==> src/rtl/alu_cmd_sequencer.sv <==
// alu_cmd_sequencer: FIFO-buffered command front end for a combinational 16-opcode ALU.
// Ports:
//   clk, rst                               clock, synchronous active-high reset
//   cmd_valid/cmd_ready, cmd_opcode/a/b    command push interface
//   alu_en, alu_opcode, alu_a, alu_b       registered drive to the ALU
//   alu_result                             combinational ALU result
//   rsp_valid/rsp_ready, rsp_result/opcode/err  response handshake
//   busy, count                            activity and FIFO occupancy
module alu_cmd_sequencer #(
   parameter int DATA_W = 16,
   parameter int RES_W  = 32,
   parameter int DEPTH  = 4
) (
   input  logic                     clk,
   input  logic                     rst,
   input  logic                     cmd_valid,
   output logic                     cmd_ready,
   input  logic [3:0]               cmd_opcode,
   input  logic [DATA_W-1:0]        cmd_a,
   input  logic [DATA_W-1:0]        cmd_b,
   output logic                     alu_en,
   output logic [3:0]               alu_opcode,
   output logic [DATA_W-1:0]        alu_a,
   output logic [DATA_W-1:0]        alu_b,
   input  logic [RES_W-1:0]         alu_result,
   output logic                     rsp_valid,
   input  logic                     rsp_ready,
   output logic [RES_W-1:0]         rsp_result,
   output logic [3:0]               rsp_opcode,
   output logic                     rsp_err,
   output logic                     busy,
   output logic [$clog2(DEPTH):0]   count
);
   localparam int AW = $clog2(DEPTH);
   typedef enum logic [1:0] {IDLE, ISSUE, CAPTURE, HOLD} state_t;
   state_t state_q, state_d;
   logic [4+2*DATA_W-1:0] mem_q [DEPTH];
   logic [AW-1:0] wr_q, rd_q;
   logic [AW:0] count_q;
   logic [3:0] h_op;
   logic [DATA_W-1:0] h_a, h_b;
   logic push, pop, trap;
   logic alu_en_q, alu_en_d;
   logic [3:0] alu_opcode_q, alu_opcode_d;
   logic [DATA_W-1:0] alu_a_q, alu_a_d, alu_b_q, alu_b_d;
   logic rsp_valid_q, rsp_valid_d, rsp_err_q, rsp_err_d;
   logic [RES_W-1:0] rsp_result_q, rsp_result_d;
   logic [3:0] rsp_opcode_q, rsp_opcode_d;
   // ready comes from the registered count only, so a pop never frees space in the same cycle
   assign cmd_ready = (count_q < (AW+1)'(DEPTH)) && !rst;
   assign push = cmd_valid && cmd_ready;
   assign pop = (state_q == IDLE) && (count_q != '0);
   assign {h_op, h_a, h_b} = mem_q[rd_q];
   assign trap = (h_op == 4'hF) && (h_b == '0);
   assign alu_en = alu_en_q;
   assign alu_opcode = alu_opcode_q;
   assign alu_a = alu_a_q;
   assign alu_b = alu_b_q;
   assign rsp_valid = rsp_valid_q;
   assign rsp_result = rsp_result_q;
   assign rsp_opcode = rsp_opcode_q;
   assign rsp_err = rsp_err_q;
   assign count = count_q;
   assign busy = (state_q != IDLE) || (count_q != '0);
   always_ff @(posedge clk)
      if (push) mem_q[wr_q] <= {cmd_opcode, cmd_a, cmd_b};
   always_comb begin
      state_d = state_q;
      alu_en_d = 1'b0;
      alu_opcode_d = '0;
      alu_a_d = '0;
      alu_b_d = '0;
      rsp_valid_d = rsp_valid_q;
      rsp_result_d = rsp_result_q;
      rsp_opcode_d = rsp_opcode_q;
      rsp_err_d = rsp_err_q;
      case (state_q)
         IDLE: if (pop) begin
            if (trap) begin
               state_d = HOLD;
               rsp_valid_d = 1'b1;
               rsp_err_d = 1'b1;
               rsp_result_d = '0;
               rsp_opcode_d = 4'hF;
            end else begin
               state_d = ISSUE;
               alu_en_d = 1'b1;
               alu_opcode_d = h_op;
               alu_a_d = h_a;
               alu_b_d = h_b;
            end
         end
         ISSUE: begin
            state_d = CAPTURE;
            alu_en_d = 1'b1;
            alu_opcode_d = alu_opcode_q;
            alu_a_d = alu_a_q;
            alu_b_d = alu_b_q;
         end
         CAPTURE: begin
            state_d = HOLD;
            rsp_valid_d = 1'b1;
            rsp_result_d = alu_result;
            rsp_opcode_d = alu_opcode_q;
            rsp_err_d = 1'b0;
         end
         default: if (rsp_ready) begin
            state_d = IDLE;
            rsp_valid_d = 1'b0;
         end
      endcase
   end
   always_ff @(posedge clk) begin
      if (rst) begin
         state_q <= IDLE;
         wr_q <= '0;
         rd_q <= '0;
         count_q <= '0;
         alu_en_q <= 1'b0;
         alu_opcode_q <= '0;
         alu_a_q <= '0;
         alu_b_q <= '0;
         rsp_valid_q <= 1'b0;
         rsp_result_q <= '0;
         rsp_opcode_q <= '0;
         rsp_err_q <= 1'b0;
      end else begin
         state_q <= state_d;
         wr_q <= push ? wr_q + AW'(1) : wr_q;
         rd_q <= pop ? rd_q + AW'(1) : rd_q;
         count_q <= count_q + (AW+1)'(push) - (AW+1)'(pop);
         alu_en_q <= alu_en_d;
         alu_opcode_q <= alu_opcode_d;
         alu_a_q <= alu_a_d;
         alu_b_q <= alu_b_d;
         rsp_valid_q <= rsp_valid_d;
         rsp_result_q <= rsp_result_d;
         rsp_opcode_q <= rsp_opcode_d;
         rsp_err_q <= rsp_err_d;
      end
   end
endmodule
==> config.mk <==
export PLATFORM = sky130hd
export DESIGN_NAME = alu_cmd_sequencer
export DESIGN_NICKNAME = d
export VERILOG_FILES = /design/src/rtl/alu_cmd_sequencer.sv
export SDC_FILE = /design/constraint.sdc
export NUM_CORES = 1
export LEC_CHECK = 0
export BUFFER_PORTS_ARGS = -buffer_cell sky130_fd_sc_hd__buf_2
export CAP_MARGIN = 30
export CORE_MARGIN = 2
export CORE_UTILIZATION = 55
export CTS_CLUSTER_SIZE = 24
export DETAILED_ROUTE_END_ITERATION = 8
export PLACE_DENSITY_LB_ADDON = 0.2
export SYNTH_ARGS = -nofsm -noshare
export SYNTH_HDL_FRONTEND = slang
export SYNTH_SLANG_ARGS = --single-unit
==> constraint.sdc <==
create_clock -name clk -period 3.1 [get_ports clk]
set_clock_uncertainty 0.1 [all_clocks]
set_input_delay 0.155 -clock clk [delete_from_list [all_inputs] [get_ports clk]]
set_output_delay 0.155 -clock clk [all_outputs]
set_load 0.02 [all_outputs]
==> run summary <==
===============================================================================================
Largest driver fanout on the critical path .......................................           32
CP endpoint kind .................................................................         flop
Overall track demand over capacity in global routing .............................        22.6%
Placed wire-length estimate ......................................................    12,200 µm
Leakage dissipation ..............................................................      4.45 nW
Final weighted congestion in routability-driven placement ........................        0.773
Req. time, crit path .............................................................      3400 ps
Net Sw Frac ......................................................................        30.4%
Clock buffer count from CTS ......................................................           23
Most instantiated flip-flop cell in the synthesis netlist ........................ sky130_fd_sc_hd__edfxtp_1
Leading cell type in the layout, fill and taps excluded .......................... sky130_fd_sc_hd__buf_2
H-tree Lvls ......................................................................            1
Clock tree from TritonCTS ........................................................          yes
Total global routing overflow ....................................................            0
Combinational fraction of design power ...........................................        27.2%
Final Instance Count excl. Fillers ...............................................        1,045
Total nets after synthesis .......................................................          671
Via count of the first global-routing pass .......................................        5,975
Main combinational cell family by area after synthesis ........................... compound AO/OA/AOI/OAI gates
Width of the die .................................................................       132 µm
Placed cell areas ................................................................     9980 µm²
Routed WL per cell ...............................................................      19.0 µm
Critical Path Source Type ........................................................         flop
Drt pass-1 iters .................................................................            5
Layout cells sized above 1 .......................................................        32.2%
Parity-gate share of the synthesized area counting xor and xnor cells ............       0.486%
Outcome .......................................................................... finished clean
Share of synthesized cell area in and, or, nand and nor gates ....................        6.45%
Maximum buffer depth of the clock tree ...........................................            3
Commonest non-fill, non-tap cells in the layout .................................. sky130_fd_sc_hd__buf_2 (150), sky130_fd_sc_hd__edfxtp_1 (144), sky130_fd_sc_hd__nand2_1 (101)
Design Power .....................................................................    0.00870 W
Row Count ........................................................................           46
Part of the cycle the worst path needs ...........................................        96.8%
# setup viols final ..............................................................            0
Least-Margin Pin Slew ............................................................       685 ps
PwrDens ..........................................................................   763 nW/µm²
Post-CTS Setup Bufs ..............................................................            0
Relative slew slack ..............................................................        54.3%
Min-delay worst type .............................................................    in -> reg
Hold path startpoint .............................................................          rst
Worst hold path stage count ......................................................            5
Synthesized instance count .......................................................          588
Count of boundary I/O pins .......................................................          152
Cell area after synthesis ........................................................     9020 µm²
Area Overhead vs Synth ...........................................................        26.5%
Detailed-route via count .........................................................        5,788
Number of nets with antenna violations after routing .............................            0
Antenna violations before repair .................................................            0
CTS root buf ..................................................................... sky130_fd_sc_hd__clkbuf_16
DRC violations left ..............................................................            0
Number of synthesized flops with an enable pin ...................................          144
Wire length of the first global-routing pass .....................................    31,200 µm
Overall die area .................................................................   17,400 µm²
Placed cell count ................................................................          933
Setup slack of the worst register-to-register path ...............................       100 ps
Sequential group share of total power ............................................        43.1%
Critical setup path kind .........................................................   reg -> reg
Cell count of the worst reg-to-reg path ..........................................            7
Final total negative setup slack .................................................         0 ps
Share of the synthesized area in compound gates (AO/OA/AOI/OAI) ..................        10.1%
Net switching power ..............................................................    0.00265 W
Via-per-instance ratio ...........................................................         5.54
Count of different cell masters after synthesis ..................................           45
Placeable core region ............................................................   15,900 µm²
Proportion of synthesized chip area in sequential cells ..........................        67.0%
Clock input transition at the sequential cells of the worst setup and hold paths .        60 ps
Adder-Cell Fraction of Synth Area ................................................        1.61%
Violation count after the first detailed-routing iteration .......................          300
Average cell area after synthesis ................................................     15.3 µm²
End-of-flow core utilization .....................................................        71.5%
Number of nets at the end of the flow ............................................          896
Maximum number of pins on one net before global-route repair .....................           81
Async SR Flop Fraction ...........................................................           0%
Reg-to-Reg End ................................................................... rsp_result[0]$_SDFFE_PP0P_
CTS Sinks ........................................................................          230
Endpoint, Worst Hold ............................................................. wr_q[1]$_SDFFE_PP0P_
Internal power ...................................................................    0.00606 W
Design Area, Final ...............................................................   11,400 µm²
Fmax .............................................................................      333 MHz
Synthesized flop and latch total .................................................          230
Drt total wl .....................................................................    19,800 µm
Final slew viol count ............................................................            0
Fin crit period ..................................................................      3000 ps
Clock latency on the worst-skew pair .............................................       490 ps
Chip Height ......................................................................       132 µm
Mux share of post-synthesis cell area ............................................        9.53%
Hold Vio Cnt, Final ..............................................................            0
Starting utilization of the core area ............................................        56.6%
Setup repair after global routing missed its margin ..............................           no
Antenna diode instance count .....................................................            0
Number of buffer cells added on primary ports ....................................          151
Syn. warnings ....................................................................            0
Clock share of power .............................................................        29.7%
Worst endpoint data arrival time .................................................      3300 ps
Number of max-cap violations .....................................................            0
Peak ir drop on the vdd network ..................................................   0.000595 V
===============================================================================================
==> layout make-up <==
cell class	instances	area, µm²
Timing Repair Buffer	240	1670
Clock buffer	40	671
Inverter	45	169
Multi-Input combinational cell	273	2540
Fill cell	1050	4540
Sequential cell	230	6050
Tap cell	216	270
Clock inverter	1	30.0
==> power by group through the flow <==
stage	logic (W)	clock network, W	registers (W)
after detailed placement	0.00229	0	0.00381
after CTS	0.00238	0.00263	0.00375
after global routing	0.00256	0.00274	0.00378
after floorplan	0.00144	0	0.00401
final	0.00237	0.00258	0.00375
after global placement	0.00222	0	0.00379
==> flip-flops by register name, summed over array words and instances, names as in the netlist, named ones only <==
name and count:
mem_q 144, rsp_result 32, alu_a 16, alu_b 16, alu_opcode 4, rsp_opcode 4
count 3, rd_q 2, state_q 2, wr_q 2, alu_en 1, rsp_err 1
rsp_valid 1
==> through the flow <==
stage	hold slack (ps)	setup slack [ps]
final	128	98.8
after floorplan	154	659
after CTS	124	80.1
after global routing	165	35.3
after global placement	262	142
after detailed placement	271	105
==> cells by family after synthesis <==
group / count (synthesis)
DFF: 230
and+or+nand+nor: 135
AOI/OAI and AO/OA: 86
buffers and inverters: 85
muxes: 36
adders and majority gates: 11
xor gates and xnor gates: 5
==> cells in the mapped netlist (3+ instances only) <==
library cell	instances	area, µm²
sky130_fd_sc_hd__mux4_1	13	342
sky130_fd_sc_hd__a31oi_1	3	18.8
sky130_fd_sc_hd__nand2_1	101	379
sky130_fd_sc_hd__inv_1	44	165
sky130_fd_sc_hd__edfxtp_1	144	4320
sky130_fd_sc_hd__clkbuf_1	20	75.1
sky130_fd_sc_hd__o221a_2	4	45.0
sky130_fd_sc_hd__o21ai_0	4	20.0
sky130_fd_sc_hd__nor2_1	13	48.8
sky130_fd_sc_hd__buf_6	12	135
sky130_fd_sc_hd__o22ai_2	3	37.5
sky130_fd_sc_hd__nor2b_1	3	18.8
sky130_fd_sc_hd__mux4_2	23	518
sky130_fd_sc_hd__a22oi_1	3	22.5
sky130_fd_sc_hd__o32ai_2	30	488
sky130_fd_sc_hd__dfxtp_1	86	1720
sky130_fd_sc_hd__and3_1	4	25.0
sky130_fd_sc_hd__buf_1	3	11.3
sky130_fd_sc_hd__buf_2	3	15.0
sky130_fd_sc_hd__a21oi_1	3	15.0
sky130_fd_sc_hd__ha_1	10	125
sky130_fd_sc_hd__xnor2_1	4	35.0
sky130_fd_sc_hd__o22ai_1	29	181
==> routing by layer <==
metal,track usage [%],wire length (µm),vias up
met3,3.50,1160,31
met4,6.40,404,0
met5,0,0,-
li1,-,-,2662
met2,40.1,10100,224
met1,29.0,8140,2871
==> worst max-delay path, stage by stage, from the launching register on <==
cell and delay (ps):
sky130_fd_sc_hd__dfxtp_2 350, sky130_fd_sc_hd__buf_12 190, sky130_fd_sc_hd__mux4_1 600, sky130_fd_sc_hd__nor4_1 430
sky130_fd_sc_hd__and4_2 420, sky130_fd_sc_hd__a41oi_4 180, sky130_fd_sc_hd__buf_4 340, sky130_fd_sc_hd__o32ai_1 270
==> worst max path at each step <==
stage / cells after the start / to / from / slack (ps)
CTS: 7 / rsp_result[0]$_SDFFE_PP0P_ / flop / 80
floorplan: 10 / rsp_result[10]$_SDFFE_PP0P_ / flop / 660
finish: 7 / rsp_result[0]$_SDFFE_PP0P_ / flop / 100
global route: 7 / rsp_result[0]$_SDFFE_PP0P_ / flop / 40
detailed placement: 7 / rsp_result[0]$_SDFFE_PP0P_ / flop / 100
global placement: 7 / rsp_result[1]$_SDFFE_PP0P_ / flop / 140
==> what timing repair did <==
action / CTS / global route
resized for setup: 0 / 1
endpoints found under the hold margin: 179 / 0
endpoints found under the setup margin: 0 / 6
hold buffers: 70 / 0
No activity file was read; power rests on OpenSTA's default activity.
